File: src/rtl/ssd_pkg.sv
// Shared types and glyph table for the seven-segment scan driver.
// All segment patterns are active-low {g,f,e,d,c,b,a}.
package ssd_pkg;

    typedef logic [6:0] seg_t;

    localparam seg_t SEG_BLANK = 7'h7F;

    localparam seg_t G0 = 7'h40;
    localparam seg_t G1 = 7'h79;
    localparam seg_t G2 = 7'h24;
    localparam seg_t G3 = 7'h30;
    localparam seg_t G4 = 7'h19;
    localparam seg_t G5 = 7'h12;
    localparam seg_t G6 = 7'h02;
    localparam seg_t G7 = 7'h78;
    localparam seg_t G8 = 7'h00;
    localparam seg_t G9 = 7'h10;
    localparam seg_t GA = 7'h08;
    localparam seg_t GB = 7'h03;
    localparam seg_t GC = 7'h46;
    localparam seg_t GD = 7'h21;
    localparam seg_t GE = 7'h06;
    localparam seg_t GF = 7'h0E;

    // Legacy decoder showed '0' for anything above 9; hex=0 keeps that behaviour.
    function automatic seg_t glyph(input logic [3:0] v, input bit hex);
        case (v)
            4'h0: return G0;
            4'h1: return G1;
            4'h2: return G2;
            4'h3: return G3;
            4'h4: return G4;
            4'h5: return G5;
            4'h6: return G6;
            4'h7: return G7;
            4'h8: return G8;
            4'h9: return G9;
            4'hA: return hex ? GA : G0;
            4'hB: return hex ? GB : G0;
            4'hC: return hex ? GC : G0;
            4'hD: return hex ? GD : G0;
            4'hE: return hex ? GE : G0;
            default: return hex ? GF : G0;
        endcase
    endfunction

endpackage

File: src/rtl/ssd_glyph_rom.sv
// Combinational nibble-to-segment lookup, shared by all digits of the scan.
module ssd_glyph_rom
    import ssd_pkg::*;
#(
    parameter int HEX_MODE = 1
) (
    input  logic [3:0] nib,
    output seg_t       seg
);

    assign seg = glyph(nib, HEX_MODE != 0);

endmodule

File: src/rtl/ssd_scan_driver.sv
// Time-multiplexed N-digit seven-segment driver with frame-synchronous
// double buffering, leading-zero suppression and an anti-ghost blank gap.
module ssd_scan_driver
    import ssd_pkg::*;
#(
    parameter int NUM_DIGITS   = 4,
    parameter int CLK_HZ       = 100_000_000,
    parameter int SCAN_HZ      = 4_000,
    parameter int BLANK_CYCLES = 16,
    parameter int HEX_MODE     = 1
) (
    input  logic                      clk,
    input  logic                      rst,
    input  logic [4*NUM_DIGITS-1:0]   digits,
    input  logic [NUM_DIGITS-1:0]     dp_en,
    input  logic [NUM_DIGITS-1:0]     blank,
    input  logic                      lz_suppress,
    input  logic                      load,
    output seg_t                      seg,
    output logic                      dp,
    output logic [NUM_DIGITS-1:0]     an,
    output logic                      frame_done
);

    localparam int DIV = CLK_HZ / SCAN_HZ;
    localparam int CW  = $clog2(DIV);
    localparam int IW  = (NUM_DIGITS > 1) ? $clog2(NUM_DIGITS) : 1;
    localparam logic [CW-1:0] CNT_LAST  = CW'(DIV - 1);
    localparam logic [CW-1:0] BLANK_END = CW'(BLANK_CYCLES);
    localparam logic [IW-1:0] IDX_LAST  = IW'(NUM_DIGITS - 1);

    logic [CW-1:0] cnt;
    logic [IW-1:0] idx;
    logic          slot_end, last_dig, boundary;

    logic [NUM_DIGITS-1:0][3:0] pend_dig, act_dig;
    logic [NUM_DIGITS-1:0]      pend_dp, pend_blank, act_dp, act_blank;
    logic                       pend_valid;

    assign slot_end = (cnt == CNT_LAST);
    assign last_dig = (idx == IDX_LAST);
    assign boundary = slot_end && last_dig;

    always_ff @(posedge clk) begin
        if (rst) begin
            cnt <= '0;
            idx <= '0;
        end else if (slot_end) begin
            cnt <= '0;
            idx <= last_dig ? '0 : idx + 1'b1;
        end else begin
            cnt <= cnt + 1'b1;
        end
    end

    // A load on the boundary bypasses pending so the newest data wins.
    always_ff @(posedge clk) begin
        if (rst) begin
            pend_dig   <= '0;
            pend_dp    <= '0;
            pend_blank <= '0;
            pend_valid <= 1'b0;
            act_dig    <= '0;
            act_dp     <= '0;
            act_blank  <= '0;
        end else if (boundary) begin
            pend_valid <= 1'b0;
            if (load) begin
                act_dig   <= digits;
                act_dp    <= dp_en;
                act_blank <= blank;
            end else if (pend_valid) begin
                act_dig   <= pend_dig;
                act_dp    <= pend_dp;
                act_blank <= pend_blank;
            end
        end else if (load) begin
            pend_dig   <= digits;
            pend_dp    <= dp_en;
            pend_blank <= blank;
            pend_valid <= 1'b1;
        end
    end

    // lz_dark[i]: every active nibble from i up to the MSD is zero.
    logic [NUM_DIGITS-1:0] lz_dark;
    logic                  zero_above;

    always_comb begin
        lz_dark    = '0;
        zero_above = 1'b1;
        for (int i = NUM_DIGITS - 1; i > 0; i--) begin
            zero_above = zero_above && (act_dig[i] == 4'h0);
            lz_dark[i] = lz_suppress && zero_above;
        end
    end

    logic [3:0] cur_nib;
    seg_t       cur_glyph;
    logic       cur_dark, lit;

    assign cur_nib  = act_dig[idx];
    assign cur_dark = act_blank[idx] || lz_dark[idx];
    assign lit      = (cnt >= BLANK_END);

    ssd_glyph_rom #(.HEX_MODE(HEX_MODE)) u_rom (
        .nib (cur_nib),
        .seg (cur_glyph)
    );

    always_ff @(posedge clk) begin
        if (rst) begin
            seg        <= SEG_BLANK;
            dp         <= 1'b1;
            an         <= '1;
            frame_done <= 1'b0;
        end else begin
            frame_done <= boundary;
            if (!lit) begin
                seg <= SEG_BLANK;
                dp  <= 1'b1;
                an  <= '1;
            end else begin
                seg <= cur_dark ? SEG_BLANK : cur_glyph;
                dp  <= cur_dark || !act_dp[idx];
                an  <= ~(NUM_DIGITS'(1) << idx);
            end
        end
    end

endmodule
File: config.mk
export PLATFORM = sky130hd
export DESIGN_NAME = ssd_scan_driver
export DESIGN_NICKNAME = d
export VERILOG_FILES = /design/src/rtl/ssd_pkg.sv /design/src/rtl/ssd_glyph_rom.sv /design/src/rtl/ssd_scan_driver.sv
export SDC_FILE = /design/constraint.sdc
export NUM_CORES = 1
export LEC_CHECK = 0
export CAP_MARGIN = 20
export CORE_UTILIZATION = 60
export CTS_CLUSTER_SIZE = 30
export DETAILED_ROUTE_END_ITERATION = 12
export PLACE_DENSITY = 0.84
export SLEW_MARGIN = 20
export SYNTH_ARGS = -nofsm -noshare
export SYNTH_HDL_FRONTEND = slang
export SYNTH_HIERARCHICAL = 1
export SYNTH_SLANG_ARGS = --single-unit
File: constraint.sdc
create_clock -name clk -period 5.2 [get_ports clk]
set_input_delay 1.04 -clock clk [delete_from_list [all_inputs] [get_ports clk]]
set_output_delay 1.04 -clock clk [all_outputs]
set_load 0.1 [all_outputs]
==> impl_metrics.env, run 1 <==
export IMPL_stdcell_count=500
export IMPL_grt_usage=0.241
export IMPL_grt_start_max_net_pins=55
export IMPL_die_y_um=81.2
export IMPL_first_pass_iters=4
export IMPL_hold_class="flop to flop"
export IMPL_slew_violations=0
export IMPL_rsz0062_at_grt="no"
export IMPL_synth_area_leader_cell="dfxtp_1"
export IMPL_diodes=0
export IMPL_run_status="completed"
export IMPL_p_int_uw=921
export IMPL_final_core_util=0.727
export IMPL_placement_cell_area_um2=4140
export IMPL_htreeDepth=3
export IMPL_drv_cap=0
export IMPL_dp_slack_ns=1.93
export IMPL_path_class="flop to output pin"
export IMPL_synth_top_cells_by_count="79 x dfxtp_1, 51 x mux2i_1, 45 x nor2_1"
export IMPL_synth_most_common_cell="dfxtp_1"
export IMPL_cts_hold_buf=0
export IMPL_cts_root_buf="clkbuf_8"
export IMPL_start_util=0.629
export IMPL_die_x_um=81.2
export IMPL_cts_sinks=79
export IMPL_grt_pass1_wl_um=12100
export IMPL_skew_ns=0.00555
export IMPL_antenna_found_initial=0
export IMPL_post_cts_buffers=0
export IMPL_vias=2881
export IMPL_cts_buffers=9
export IMPL_worst_slack_ns=2.35
export IMPL_switching_power_uw=260
export IMPL_power_total_mw=1.18
export IMPL_fill_cells=467
export IMPL_yosys_most_used_dff="dfxtp_1"
export IMPL_gp_congestion=0.811
export IMPL_swShare=0.220
export IMPL_critPathBufInv=1
export IMPL_placementRows=28
export IMPL_path_clk_slew_ns=0.07
export IMPL_dpl_hpwl_um=4920
export IMPL_clock_latency_ns=0.35
export IMPL_crit_chain="clkdlybuf4s50_1"
export IMPL_slowest_delay_ns=1.13
export IMPL_post_route_cells_drive_above_1_share=0.0682
export IMPL_grt_overflow=0
export IMPL_nets=461
export IMPL_die_area_um2=6600
export IMPL_area_growth_syn_to_layout_pct=15.6
export IMPL_arrival_ns=1.81
export IMPL_critPathTopFamily="buffers and inverters"
export IMPL_min_period_over_period=0.548
export IMPL_ys_ff_latch=79
export IMPL_ant_nets=0
export IMPL_grt_pass1_vias=2712
export IMPL_power_frac_comb=0.066
export IMPL_finalSetupViolCount=0
export IMPL_wl_per_cell_um=14.6
export IMPL_power_frac_clock=0.403
export IMPL_drtIter0Drc=159
export IMPL_core_area_um2=5990
export IMPL_synth_top_area_share=0.420
export IMPL_syn_avg_cell_area_um2=9.51
export IMPL_cts_resized=0
export IMPL_vdd_drop_max_mv=0.255
export IMPL_crit_required_ns=4.16
export IMPL_slowest_stage="clkdlybuf4s50_1"
export IMPL_synth_edf_count=0
export IMPL_relSlewSlack=0.347
export IMPL_leakage_nw=1.64
export IMPL_clockBufferDepth=2
export IMPL_drcViolationCount=0
export IMPL_async_reset_ff_frac=0
export IMPL_syn_num_nets=437
export IMPL_routed_wl_um=7300
export IMPL_cts_tree="built"
export IMPL_synth_cell_area_um2=3770
export IMPL_critPathCaptureType="output pin"
export IMPL_whs_ns=0.480
export IMPL_seq_power_share=0.531
export IMPL_io_pins=41
export IMPL_ys_warnings_count=6
export IMPL_dp_cells=484
export IMPL_ys_top_cells_by_area="dfxtp_1 42%, mux2i_1 14%, nor2_1 4.5%"
export IMPL_synthesis_instances=396
export IMPL_powerDensity_nw_per_um2=271
export IMPL_crit_fanout=1
export IMPL_io_buffers=40
export IMPL_clock_fmax_ghz=0.351
export IMPL_fin_setup_tns_ns=0
export IMPL_start_kind="flop"
export IMPL_hold_viol=0
export IMPL_yosysUniqueCellTypes=41
export IMPL_design_area_um2=4360
export IMPL_ys_seq_area_frac=0.420
export IMPL_post_route_min_period_ns=2.85
export IMPL_viasPerCell=5.76
export IMPL_tightest_slew_ns=0.980
==> path summary, 6_finish.rpt <==
| path | from | to | slack, ns | depth (start not counted) |
|---|---|---|---|---|
| worst max-delay path | frame_done | frame_done | 2.35 | 1 |
| worst min-delay path | act_dig[3] | act_dig[3] | 0.48 | 2 |
| worst max register to register | idx[0] | seg[3] | 2.71 | 6 |
| worst min register to register | act_dig[3] | act_dig[3] | 0.48 | 2 |
==> power groups by stage <==
stage | Combinational [mW] | Sequential (mW) | Clock [mW]
2_1_floorplan | 0.0474 | 0.638 | 0
3_3_place_gp | 0.0749 | 0.639 | 0
3_5_place_dp | 0.0774 | 0.640 | 0
4_1_cts | 0.0783 | 0.626 | 0.483
5_1_grt | 0.0853 | 0.628 | 0.505
6_report | 0.0779 | 0.627 | 0.476
==> logic make-up (layout without fill, tap and decap cells) <==
family | count (synthesis) | count (layout) | share of synthesized area
and+or+nand+nor | 127 | 127 | 0.183
DFF | 79 | 79 | 0.420
AOI/OAI and AO/OA | 64 | 64 | 0.0923
muxes | 59 | 59 | 0.182
buffers and inverters | 42 | 71 | 0.0515
adders and majority gates | 13 | 13 | 0.0432
xor gates and xnor gates | 12 | 12 | 0.0279
==> sequential cells by signal, indices dropped and copies added (netlist names) <==
name / cells
frame_done: 1
cnt: 15
act_dp: 4
pend_valid: 1
seg: 7
act_dig: 16
pend_blank: 4
an: 4
pend_dp: 4
pend_dig: 16
dp: 1
act_blank: 4
idx: 2
==> area by class of cell <==
cell class	count	area, um2	area share
Sequential cell	79	1580	0.363
Tap cell	75	93.8	0.0215
Clock buffer	14	173	0.0396
Timing Repair Buffer	44	425	0.0977
Clock inverter	2	37.5	0.00862
Inverter	11	41.3	0.00948
Multi-Input combinational cell	275	2000	0.460
==> cell usage in the layout (no fill, tap or decap), drive strengths merged, types with 2 or more instances in the layout <==
cell type	Yosys	routed
dfxtp	79	79
mux2i	51	51
nor2	45	45
clkdlybuf4s50	0	39
a21oi	28	28
o21ai	28	28
or3	26	26
nand2	14	14
clkbuf	19	14
ha	13	13
inv	11	11
nand3	8	8
nand3b	7	7
mux4	7	7
nor4	7	7
xnor2	6	6
xor2	6	6
nand4	6	6
buf	12	5
and4	4	4
nand2b	3	3
nor3b	2	2
nor3	2	2
==> metal layers <==
metal  global-route usage  share of wire  vias up
met5                    0              0        -
met4               0.0679          0.011        0
met3               0.0708          0.041        9
met2                0.421           0.50       62
met1                0.285           0.45     1370
li1                     -              -     1440
No activity file was read; power rests on OpenSTA's default activity.
==> inputs of run 2 (changes only) <==
--- a/config.mk
+++ b/config.mk
@@ -6,10 +6,10 @@
 export NUM_CORES = 1
 export LEC_CHECK = 0
 export CAP_MARGIN = 20
-export CORE_UTILIZATION = 60
+export CORE_UTILIZATION = 56
 export CTS_CLUSTER_SIZE = 30
 export DETAILED_ROUTE_END_ITERATION = 12
-export PLACE_DENSITY = 0.84
+export PLACE_DENSITY = 0.79
 export SLEW_MARGIN = 20
 export SYNTH_ARGS = -nofsm -noshare
 export SYNTH_HDL_FRONTEND = slang
==> constraint.sdc (replaced) <==
create_clock -name clk -period 2.7 [get_ports clk]
set_input_delay 0.54 -clock clk [delete_from_list [all_inputs] [get_ports clk]]
set_output_delay 0.54 -clock clk [all_outputs]
set_load 0.1 [all_outputs]
==> run 2 against run 1 <==
Net effect: flip-flop and latch count unchanged; clock-buffer cell count shrank 2; combinational power up 93%; the flow now finishes with violations (DRC); global-route usage is 3.0 points lower; utilization is 5.1 points lower; critical path depth is 4 higher.
==> impl_metrics.env, run 2 (same netlist as run 1, synthesis figures left out) <==
export IMPL_vias=2870
export IMPL_io_buffers=40
export IMPL_path_clk_slew_ns=0.07
export IMPL_skew_ns=0.00939
export IMPL_r2r_start="cnt[0]"
export IMPL_cts_buffers=9
export IMPL_die_y_um=84.0
export IMPL_powerDensity_nw_per_um2=515
export IMPL_wl_met3_um=363
export IMPL_start_util=0.587
export IMPL_rsz0062_at_grt="no"
export IMPL_path_class="flop to flop"
export IMPL_cts_hold_buf=0
export IMPL_wl_met2_um=3250
export IMPL_min_period_over_period=0.832
export IMPL_grt_overflow=0
export IMPL_area_growth_syn_to_layout_pct=15.2
export IMPL_final_cell_mix="79 x dfxtp_1, 51 x mux2i_1, 45 x nor2_1, 28 x a21oi_1, 27 x o21ai_0"
export IMPL_top_layer_used="met4"
export IMPL_vdd_drop_max_mv=0.388
export IMPL_cts_sinks=79
export IMPL_relSlewSlack=0.619
export IMPL_dpl_hpwl_um=4630
export IMPL_reg2reg_depth=5
export IMPL_routed_wl_um=6950
export IMPL_timing_rr_end="act_dig[9]"
export IMPL_first_pass_iters=9
export IMPL_crit_fanout=53
export IMPL_critPathCaptureType="flop"
export IMPL_r2r_slack_ns=0.45
export IMPL_fin_setup_tns_ns=0
export IMPL_clockBufferDepth=2
export IMPL_min_path_cells=3
export IMPL_leakage_nw=1.65
export IMPL_grt_usage=0.211
export IMPL_arrival_ns=2.52
export IMPL_nets=464
export IMPL_hold_path_end="an[0]"
export IMPL_hold_class="primary input to flop"
export IMPL_diodes=0
export IMPL_hold_viol=0
export IMPL_min_delay_start="rst"
export IMPL_cts_root_buf="clkbuf_8"
export IMPL_post_route_min_period_ns=2.25
export IMPL_top_regs="act_dig (16), pend_dig (16), cnt (15)"
export IMPL_drv_cap=0
export IMPL_core_area_um2=6420
export IMPL_crit_required_ns=2.97
export IMPL_viasPerCell=5.69
export IMPL_run_status="complete, but fails checks"
export IMPL_io_pins=41
export IMPL_violations="DRC"
export IMPL_htreeDepth=3
export IMPL_post_route_cells_drive_above_1_share=0.105
export IMPL_dp_slack_ns=0.488
export IMPL_ant_nets=0
export IMPL_grt_start_max_net_pins=54
export IMPL_wirelength_met1_um=3240
export IMPL_grt_pass1_wl_um=12000
export IMPL_start_kind="flop"
export IMPL_placementRows=29
export IMPL_die_x_um=84.0
export IMPL_power_total_mw=2.24
export IMPL_layout_commonest_cell="dfxtp_1"
export IMPL_grt_pass1_vias=2695
export IMPL_post_cts_buffers=0
export IMPL_drtIter0Drc=103
export IMPL_cts_resized=0
export IMPL_clock_fmax_ghz=0.445
export IMPL_clock_latency_ns=0.35
export IMPL_slew_violations=0
export IMPL_finalSetupViolCount=0
export IMPL_tightest_slew_ns=0.570
export IMPL_wl_per_cell_um=13.8
export IMPL_gp_congestion=0.831
export IMPL_drcViolationCount=9
export IMPL_die_area_um2=7060
export IMPL_antenna_found_initial=0
export IMPL_cts_tree="built"
export IMPL_worst_slack_ns=0.455
[run 2: cell types whose count changed in the layout (fill, tap and decap cells not counted)]
cell | previous run | this run
clkinv_2 | 0 | 1
clkbuf_1 | 2 | 1
clkbuf_8 | 12 | 11
buf_12 | 0 | 1
o21ai_2 | 0 | 1
clkdlybuf4s50_1 | 39 | 26
o21ai_4 | 1 | 0
buf_4 | 4 | 19
[run 2: critical path, cell delays in order (launching register included)]
cell	delay (ns)
dfxtp_1	0.41
ha_1	0.26
and4_1	0.31
nand4_4	0.48
or3_1	0.53
a21oi_1	0.16
[run 2: through the flow]
| stage | utilization | instance area [um2] | std cells | hold slack (ns) |
|---|---|---|---|---|
| detailed placement | 0.645 | 4140 | 489 | 0.466 |
| floorplan | - | 3770 | 396 | 0.442 |
| global placement | 0.645 | 4140 | 489 | 0.460 |
| global route | 0.676 | 4340 | 504 | 0.493 |
| CTS | 0.676 | 4340 | 504 | 0.462 |
| finish | 0.676 | 4340 | 504 | 0.467 |
[run 2: worst max-delay path by stage]
stage | start | end | slack [ns] | depth (start not counted)
floorplan | idx[0] | seg[3] | 0.27 | 7
global placement | cnt[0] | act_dig[11] | 0.54 | 5
detailed placement | cnt[0] | act_dig[11] | 0.49 | 5
CTS | cnt[0] | act_dig[11] | 0.46 | 5
global route | cnt[0] | act_dig[13] | 0.26 | 5
finish | cnt[0] | act_dig[9] | 0.45 | 5
[run 2: power by group]
part,internal (mW),switching (mW)
combinational,0.0829,0.0672
sequential,1.19,0.0157
clock,0.471,0.408
total,1.74,0.491
[run 2: per-layer routing]
layer | up-vias | track usage
met3 | 9 | 0.0682
met1 | 1338 | 0.259
met4 | 0 | 0.0658
met5 | - | 0
li1 | 1450 | -
met2 | 73 | 0.352
[run 2: layout make-up]
class,instances,area [um2]
clock buffer,12,155
clock inverter,3,42.5
fill,510,2080
inverter,11,41.3
multi-input combinational,275,2000
sequential,79,1580
tap,77,96.3
timing repair buffer,47,428
